[config.mk]
export PLATFORM = sky130hd
export DESIGN_NAME = switch_debounce
export DESIGN_NICKNAME = d
export VERILOG_FILES = /design/src/rtl/switch_debounce.sv
export SDC_FILE = /design/constraint.sdc
export NUM_CORES = 1
export LEC_CHECK = 0
export ABC_AREA = 1
export BUFFER_PORTS_ARGS = -buffer_cell sky130_fd_sc_hd__buf_4
export CAP_MARGIN = 20
export CORE_ASPECT_RATIO = 0.9
export CORE_UTILIZATION = 54
export CTS_CLUSTER_DIAMETER = 50
export DETAILED_ROUTE_END_ITERATION = 10
export HOLD_SLACK_MARGIN = 0.15
export PLACE_DENSITY_LB_ADDON = 0.25
export SLEW_MARGIN = 20
export SYNTH_ARGS = -nofsm -noshare
export SYNTH_HDL_FRONTEND = slang
export SYNTH_SLANG_ARGS = --single-unit
[constraint.sdc]
create_clock -name clk_clk -period 1.7 [get_ports clk_clk]
set_clock_uncertainty 0.15 [all_clocks]
set_input_delay 0.425 -clock clk_clk [delete_from_list [all_inputs] [get_ports clk_clk]]
set_output_delay 0.425 -clock clk_clk [all_outputs]
set_load 0.02 [all_outputs]
[src/rtl/switch_debounce.sv]
// -----------------------------------------------------------------------------
// switch_debounce
//
// Synchronizes and debounces the slide-switch pins before they reach the
// switches_export input of the processor system. Each channel accepts a new
// level only after it has held for STABLE_TICKS consecutive prescaler ticks.
// A sticky per-bit change flag records every accepted toggle until firmware
// clears it through the clr_valid/clr_mask handshake.
//
// Parameters:
//   N_SW          number of switch channels
//   CLK_HZ        clock frequency in Hz
//   TICK_HZ       debounce tick rate; P = CLK_HZ/TICK_HZ must be an integer >= 2
//   STABLE_TICKS  ticks a new level must hold before acceptance (>= 2)
//
// Ports:
//   clk_clk        system clock
//   reset_reset_n  asynchronous active-low reset
//   sw_raw         asynchronous switch pins
//   sw_out         debounced level (drives switches_export)
//   sw_changed     sticky flag per bit: sw_out bit changed since last clear
//   change_irq     OR of sw_changed
//   clr_valid      clear strobe, sampled every clock edge
//   clr_mask       bits of sw_changed to clear when clr_valid is 1
//   tick           one-cycle prescaler pulse (debug)
// -----------------------------------------------------------------------------
module switch_debounce #(
   parameter int unsigned N_SW         = 10,
   parameter int unsigned CLK_HZ       = 50000000,
   parameter int unsigned TICK_HZ      = 1000,
   parameter int unsigned STABLE_TICKS = 10
) (
   input  logic            clk_clk,
   input  logic            reset_reset_n,
   input  logic [N_SW-1:0] sw_raw,
   output logic [N_SW-1:0] sw_out,
   output logic [N_SW-1:0] sw_changed,
   output logic            change_irq,
   input  logic            clr_valid,
   input  logic [N_SW-1:0] clr_mask,
   output logic            tick
);

   // ---------------------------------------------------------------------------
   // Derived constants
   // ---------------------------------------------------------------------------
   localparam int unsigned P  = CLK_HZ / TICK_HZ;
   localparam int unsigned PW = $clog2(P);
   localparam int unsigned CW = $clog2(STABLE_TICKS);

   localparam logic [PW-1:0] P_LAST = PW'(P - 1);
   localparam logic [CW-1:0] C_LAST = CW'(STABLE_TICKS - 1);

   // Control FSM encoding
   localparam logic [0:0] ST_INIT = 1'b0;
   localparam logic [0:0] ST_RUN  = 1'b1;

   // Number of INIT cycles minus one; the load happens on the last INIT cycle.
   localparam logic [1:0] INIT_LAST = 2'd2;

   // ---------------------------------------------------------------------------
   // Two-flop synchronizer per channel
   // ---------------------------------------------------------------------------
   logic [N_SW-1:0] sync_meta;
   logic [N_SW-1:0] sync;

   always_ff @(posedge clk_clk or negedge reset_reset_n) begin
      if (!reset_reset_n) begin
         sync_meta <= '0;
         sync      <= '0;
      end else begin
         sync_meta <= sw_raw;
         sync      <= sync_meta;
      end
   end

   // ---------------------------------------------------------------------------
   // Prescaler: free-running from reset release, independent of the FSM
   // ---------------------------------------------------------------------------
   logic [PW-1:0] pre_cnt_q;
   logic [PW-1:0] pre_cnt_d;

   assign tick = (pre_cnt_q == P_LAST);

   always_comb begin
      pre_cnt_d = pre_cnt_q + PW'(1);
      if (tick) begin
         pre_cnt_d = '0;
      end
   end

   always_ff @(posedge clk_clk or negedge reset_reset_n) begin
      if (!reset_reset_n) begin
         pre_cnt_q <= '0;
      end else begin
         pre_cnt_q <= pre_cnt_d;
      end
   end

   // ---------------------------------------------------------------------------
   // Control FSM: INIT waits for the synchronizer to fill, then loads sw_out
   // directly from the pins so that power-up raises no change flags.
   // ---------------------------------------------------------------------------
   logic [0:0] state_q;
   logic [0:0] state_d;
   logic [1:0] init_cnt_q;
   logic [1:0] init_cnt_d;
   logic       load;
   logic       run;

   always_comb begin
      state_d    = state_q;
      init_cnt_d = init_cnt_q;
      load       = 1'b0;
      case (state_q)
         ST_INIT: begin
            if (init_cnt_q == INIT_LAST) begin
               load       = 1'b1;
               init_cnt_d = '0;
               state_d    = ST_RUN;
            end else begin
               init_cnt_d = init_cnt_q + 2'd1;
            end
         end
         ST_RUN: begin
            state_d = ST_RUN;
         end
         default: begin
            state_d = ST_INIT;
         end
      endcase
   end

   assign run = (state_q == ST_RUN);

   always_ff @(posedge clk_clk or negedge reset_reset_n) begin
      if (!reset_reset_n) begin
         state_q    <= ST_INIT;
         init_cnt_q <= '0;
      end else begin
         state_q    <= state_d;
         init_cnt_q <= init_cnt_d;
      end
   end

   // ---------------------------------------------------------------------------
   // Output and flag registers (declared ahead of the channels that read them)
   // ---------------------------------------------------------------------------
   logic [N_SW-1:0] sw_out_q;
   logic [N_SW-1:0] sw_out_d;
   logic [N_SW-1:0] sw_chg_q;
   logic [N_SW-1:0] sw_chg_d;
   logic [N_SW-1:0] upd;

   // ---------------------------------------------------------------------------
   // Per-channel stability counters. A channel counter only advances on ticks
   // while sync disagrees with sw_out; any cycle of agreement (a bounce back to
   // the old level) restarts it, whether or not a tick is present.
   // ---------------------------------------------------------------------------
   for (genvar i = 0; i < N_SW; i++) begin : g_ch
      logic [CW-1:0] cnt_q;
      logic [CW-1:0] cnt_d;
      logic          ch_upd;

      always_comb begin
         cnt_d  = cnt_q;
         ch_upd = 1'b0;
         if (load) begin
            cnt_d = '0;
         end else if (run) begin
            if (sync[i] == sw_out_q[i]) begin
               cnt_d = '0;
            end else if (tick && (cnt_q == C_LAST)) begin
               cnt_d  = '0;
               ch_upd = 1'b1;
            end else if (tick) begin
               cnt_d = cnt_q + CW'(1);
            end
         end
      end

      always_ff @(posedge clk_clk or negedge reset_reset_n) begin
         if (!reset_reset_n) begin
            cnt_q <= '0;
         end else begin
            cnt_q <= cnt_d;
         end
      end

      assign upd[i] = ch_upd;
   end

   // ---------------------------------------------------------------------------
   // sw_out / sw_changed next state. An update only fires when sync differs
   // from sw_out, so flipping the bit is the same as copying sync. A set in the
   // same cycle as a clear of the same bit wins, so no toggle is lost.
   // ---------------------------------------------------------------------------
   always_comb begin
      sw_out_d = sw_out_q ^ upd;
      if (load) begin
         sw_out_d = sync;
      end

      sw_chg_d = sw_chg_q;
      if (clr_valid) begin
         sw_chg_d = sw_chg_q & ~clr_mask;
      end
      sw_chg_d = sw_chg_d | upd;
   end

   always_ff @(posedge clk_clk or negedge reset_reset_n) begin
      if (!reset_reset_n) begin
         sw_out_q <= '0;
         sw_chg_q <= '0;
      end else begin
         sw_out_q <= sw_out_d;
         sw_chg_q <= sw_chg_d;
      end
   end

   assign sw_out     = sw_out_q;
   assign sw_changed = sw_chg_q;
   assign change_irq = |sw_chg_q;

endmodule

==> impl_metrics.tcl <==
set metrics [dict create \
    synth_area_um2 5430 \
    grt_remaining_overflow 0 \
    grt_start_max_net_pins 40 \
    synth.yosys.seq_area_share_pct 45.6 \
    fillers 640 \
    gp_congestion 0.863 \
    dpl_cell_area_um2 6250 \
    hold_path.class "primary input to flip-flop" \
    cts_tree "done" \
    whs_ps 163 \
    worstPathMaxFanout 4 \
    dp_hpwl_um 9070 \
    p_comb_share_pct 17.6 \
    critPathSlowestCell "dfrtp_1" \
    antenna_found_initial 0 \
    crit_type "flip-flop to output pin" \
    die_w_um 108 \
    clock_power_share_pct 30.2 \
    yosys_most_used_dff "dfrtp_1" \
    netSwitchingPower_mw 1.64 \
    n_antenna_cell 0 \
    layout_commonest_cell "nand2_1" \
    cp_cell_sequence "buf_6 > inv_2 > nand2_1 > nor2_1 > nand2_1 > nor2_4 > buf_6" \
    die-area_um2 10500 \
    core-area_um2 9700 \
    maxSlewViolCount 0 \
    setup_slack_ps -424 \
    slew_headroom_pct 63.6 \
    cts_made_buffers 9 \
    drtIter0Drc 211 \
    cap_viol_max_count 0 \
    slowest_delay_ps 400 \
    grt_pass1_wl_um 23100 \
    peakVddDrop_v 0.000562 \
    startpoint_type "flip-flop" \
    finalNonFillerCells 947 \
    clkSinkCount 99 \
    sw_frac_of_total_pct 30.7 \
    setup_viol 67 \
    grtUsageTotal_pct 28.3 \
    setup-tns-final_ps -7570 \
    layout-drive-gt1-share_pct 29.2 \
    pre_cts_slack_ps -111 \
    yosys_warnings 0 \
    synthCells 680 \
    reg2reg_slack_ps -200 \
    cts_max_level 3 \
    seq_power_share_pct 52.3 \
    power_mw 5.36 \
    fin_nets 860 \
    rows 34 \
    route.detailed.drc 0 \
    rsz0062_at_grt "yes" \
    clk_pin_slew_ps 100 \
    initial_core_util_pct 56.0 \
    finalHoldViolCount 0 \
    critPathCaptureType "output pin" \
    status "complete, but fails checks" \
    via_per_inst 5.37 \
    leakage_nw 3.88 \
    finish.instance_area_um2 7360 \
    syn_nets 724 \
    worstHoldStart "clr_mask[6]" \
    vias 5089 \
    fmax_ghz 0.471 \
    grt_pass1_vias 5000 \
    crit_path_start "pre_cnt_q[5]$_DFF_PN0_" \
    io_pins 45 \
    dr.pass1.iters 5 \
    r2r-start "pre_cnt_q[0]$_DFF_PN0_" \
    detail-route-antenna-nets 0 \
    worst_pin_slew_ps 545 \
    die_h_um 97.1 \
    wl_um 14600 \
    power.density_nw_per_um2 727 \
    finalCritPeriodShare_pct 125 \
    worstPathRequired_ps 1120 \
    synth.distinct_cells 35 \
    syn_to_final_growth_pct 35.7 \
    syn_avg_cell_area_um2 7.98 \
    synth_edf_count 0 \
    ys_async_sr_fraction_pct 100 \
    final_util_pct 75.9 \
    dpl.cell_count 890 \
    root_buffer "clkbuf_8" \
    internal-power_mw 3.71 \
    worstSkewPairLatency_ps 390 \
    portBuffers 44 \
    synth_seq_cells 99 \
    period_minus_slack_ps 2120 \
    violations "negative setup slack" \
    wl_per_cell_um 15.4 \
    cp.arrival_ps 1550 \
    clockBufferDepth 2 \
    final_cell_mix "175 x nand2_1, 98 x dfrtp_1, 90 x buf_4" \
]
-- state kept, by name, indices dropped and copies added (netlist names) --
| register | flops |
|---|---|
| sync_meta | 10 |
| sw_changed | 10 |
| pre_cnt_q | 16 |
| sync | 10 |
| g_ch.cnt_q | 40 |
| run | 1 |
| sw_out | 10 |
| init_cnt_q | 2 |
-- final cells by class --
class                      instances  area (um2)  share of cell area (%)
multi-input combinational        496        3000                    40.7
sequential                        99        2480                    33.7
timing repair buffer             134        1230                    16.7
inverter                          76         293                    3.98
tap                              126         158                    2.14
clock buffer                      10         138                    1.87
clock inverter                     6        71.3                   0.968
-- worst max-delay path: cells and delay by family (launching register included) --
kind	cells	cell delay, ps
flops	1	400
buf+inv	3	310
simple gates	4	450
-- power by group through the flow --
| stage | Combinational (mW) | Sequential [mW] | Clock (mW) |
|---|---|---|---|
| finish | 0.941 | 2.80 | 1.62 |
| global route | 1.09 | 2.83 | 1.73 |
| CTS | 0.882 | 2.78 | 1.63 |
| detailed placement | 0.837 | 2.82 | 0 |
| global placement | 0.785 | 2.81 | 0 |
| floorplan | 0.570 | 2.78 | 0 |
-- path summary, 6_finish.rpt --
| kind | to | cells after the start |
|---|---|---|
| setup reg to reg | sw_out[4]$_DFF_PN0_ | 11 |
| min in group asynchronous | g_ch[8].cnt_q[1]$_DFFE_PN0P_ | 2 |
| hold / removal | sw_changed[6]$_DFF_PN0_ | 4 |
| max in group asynchronous | pre_cnt_q[2]$_DFF_PN0_ | 3 |
| hold reg to reg | sync[5]$_DFF_PN0_ | 0 |
| setup / recovery | tick | 7 |
-- synthesized netlist by cell type, types with 3 or more instances --
cell / number / area share [%]
a21oi_1: 14 / 1.3
a21oi_2: 8 / 1.3
buf_2: 3 / 0.28
buf_6: 3 / 0.62
dfrtp_1: 99 / 46
ha_1: 21 / 4.8
inv_1: 71 / 4.9
inv_2: 5 / 0.35
nand2_1: 205 / 14
nand2_2: 11 / 1.3
nand3_1: 60 / 5.5
nand3_2: 9 / 1.7
nand3b_1: 5 / 0.69
nand4_1: 15 / 1.7
nor2_1: 64 / 4.4
nor2_2: 3 / 0.35
nor2_4: 3 / 0.62
o21ai_0: 11 / 1.0
o21ai_1: 24 / 2.2
or2_2: 9 / 1.0
xor2_1: 18 / 2.9
-- layer usage --
| metal | routed length, um | GRT usage [%] |
|---|---|---|
| met1 | 6070 | 36.9 |
| met2 | 7360 | 47.4 |
| met3 | 814 | 4.63 |
| met4 | 319 | 10.3 |
| met5 | 0 | 0 |
-- cells by family after synthesis --
kind of cell,after synthesis,synth area share (%)
adder cells (fa/ha/maj),21,4.84
XOR/XNOR,19,3.07
flip-flops,99,45.6
buffers and inverters,86,6.78
AO/OA/AOI/OAI,58,5.97
AND/OR/NAND/NOR,397,33.7
-- timing repair --
item | 4_1_cts | 5_1_grt
pin swaps | 13 | 24
gates resized for setup | 37 | 88
buffers inserted | 19 | 7
hold buffers | 19 | 0
endpoints found under the setup margin | 62 | 77
hold endpoints to repair | 117 | 0
gates cloned | 2 | 2
Power figures use the tool's default switching activity.
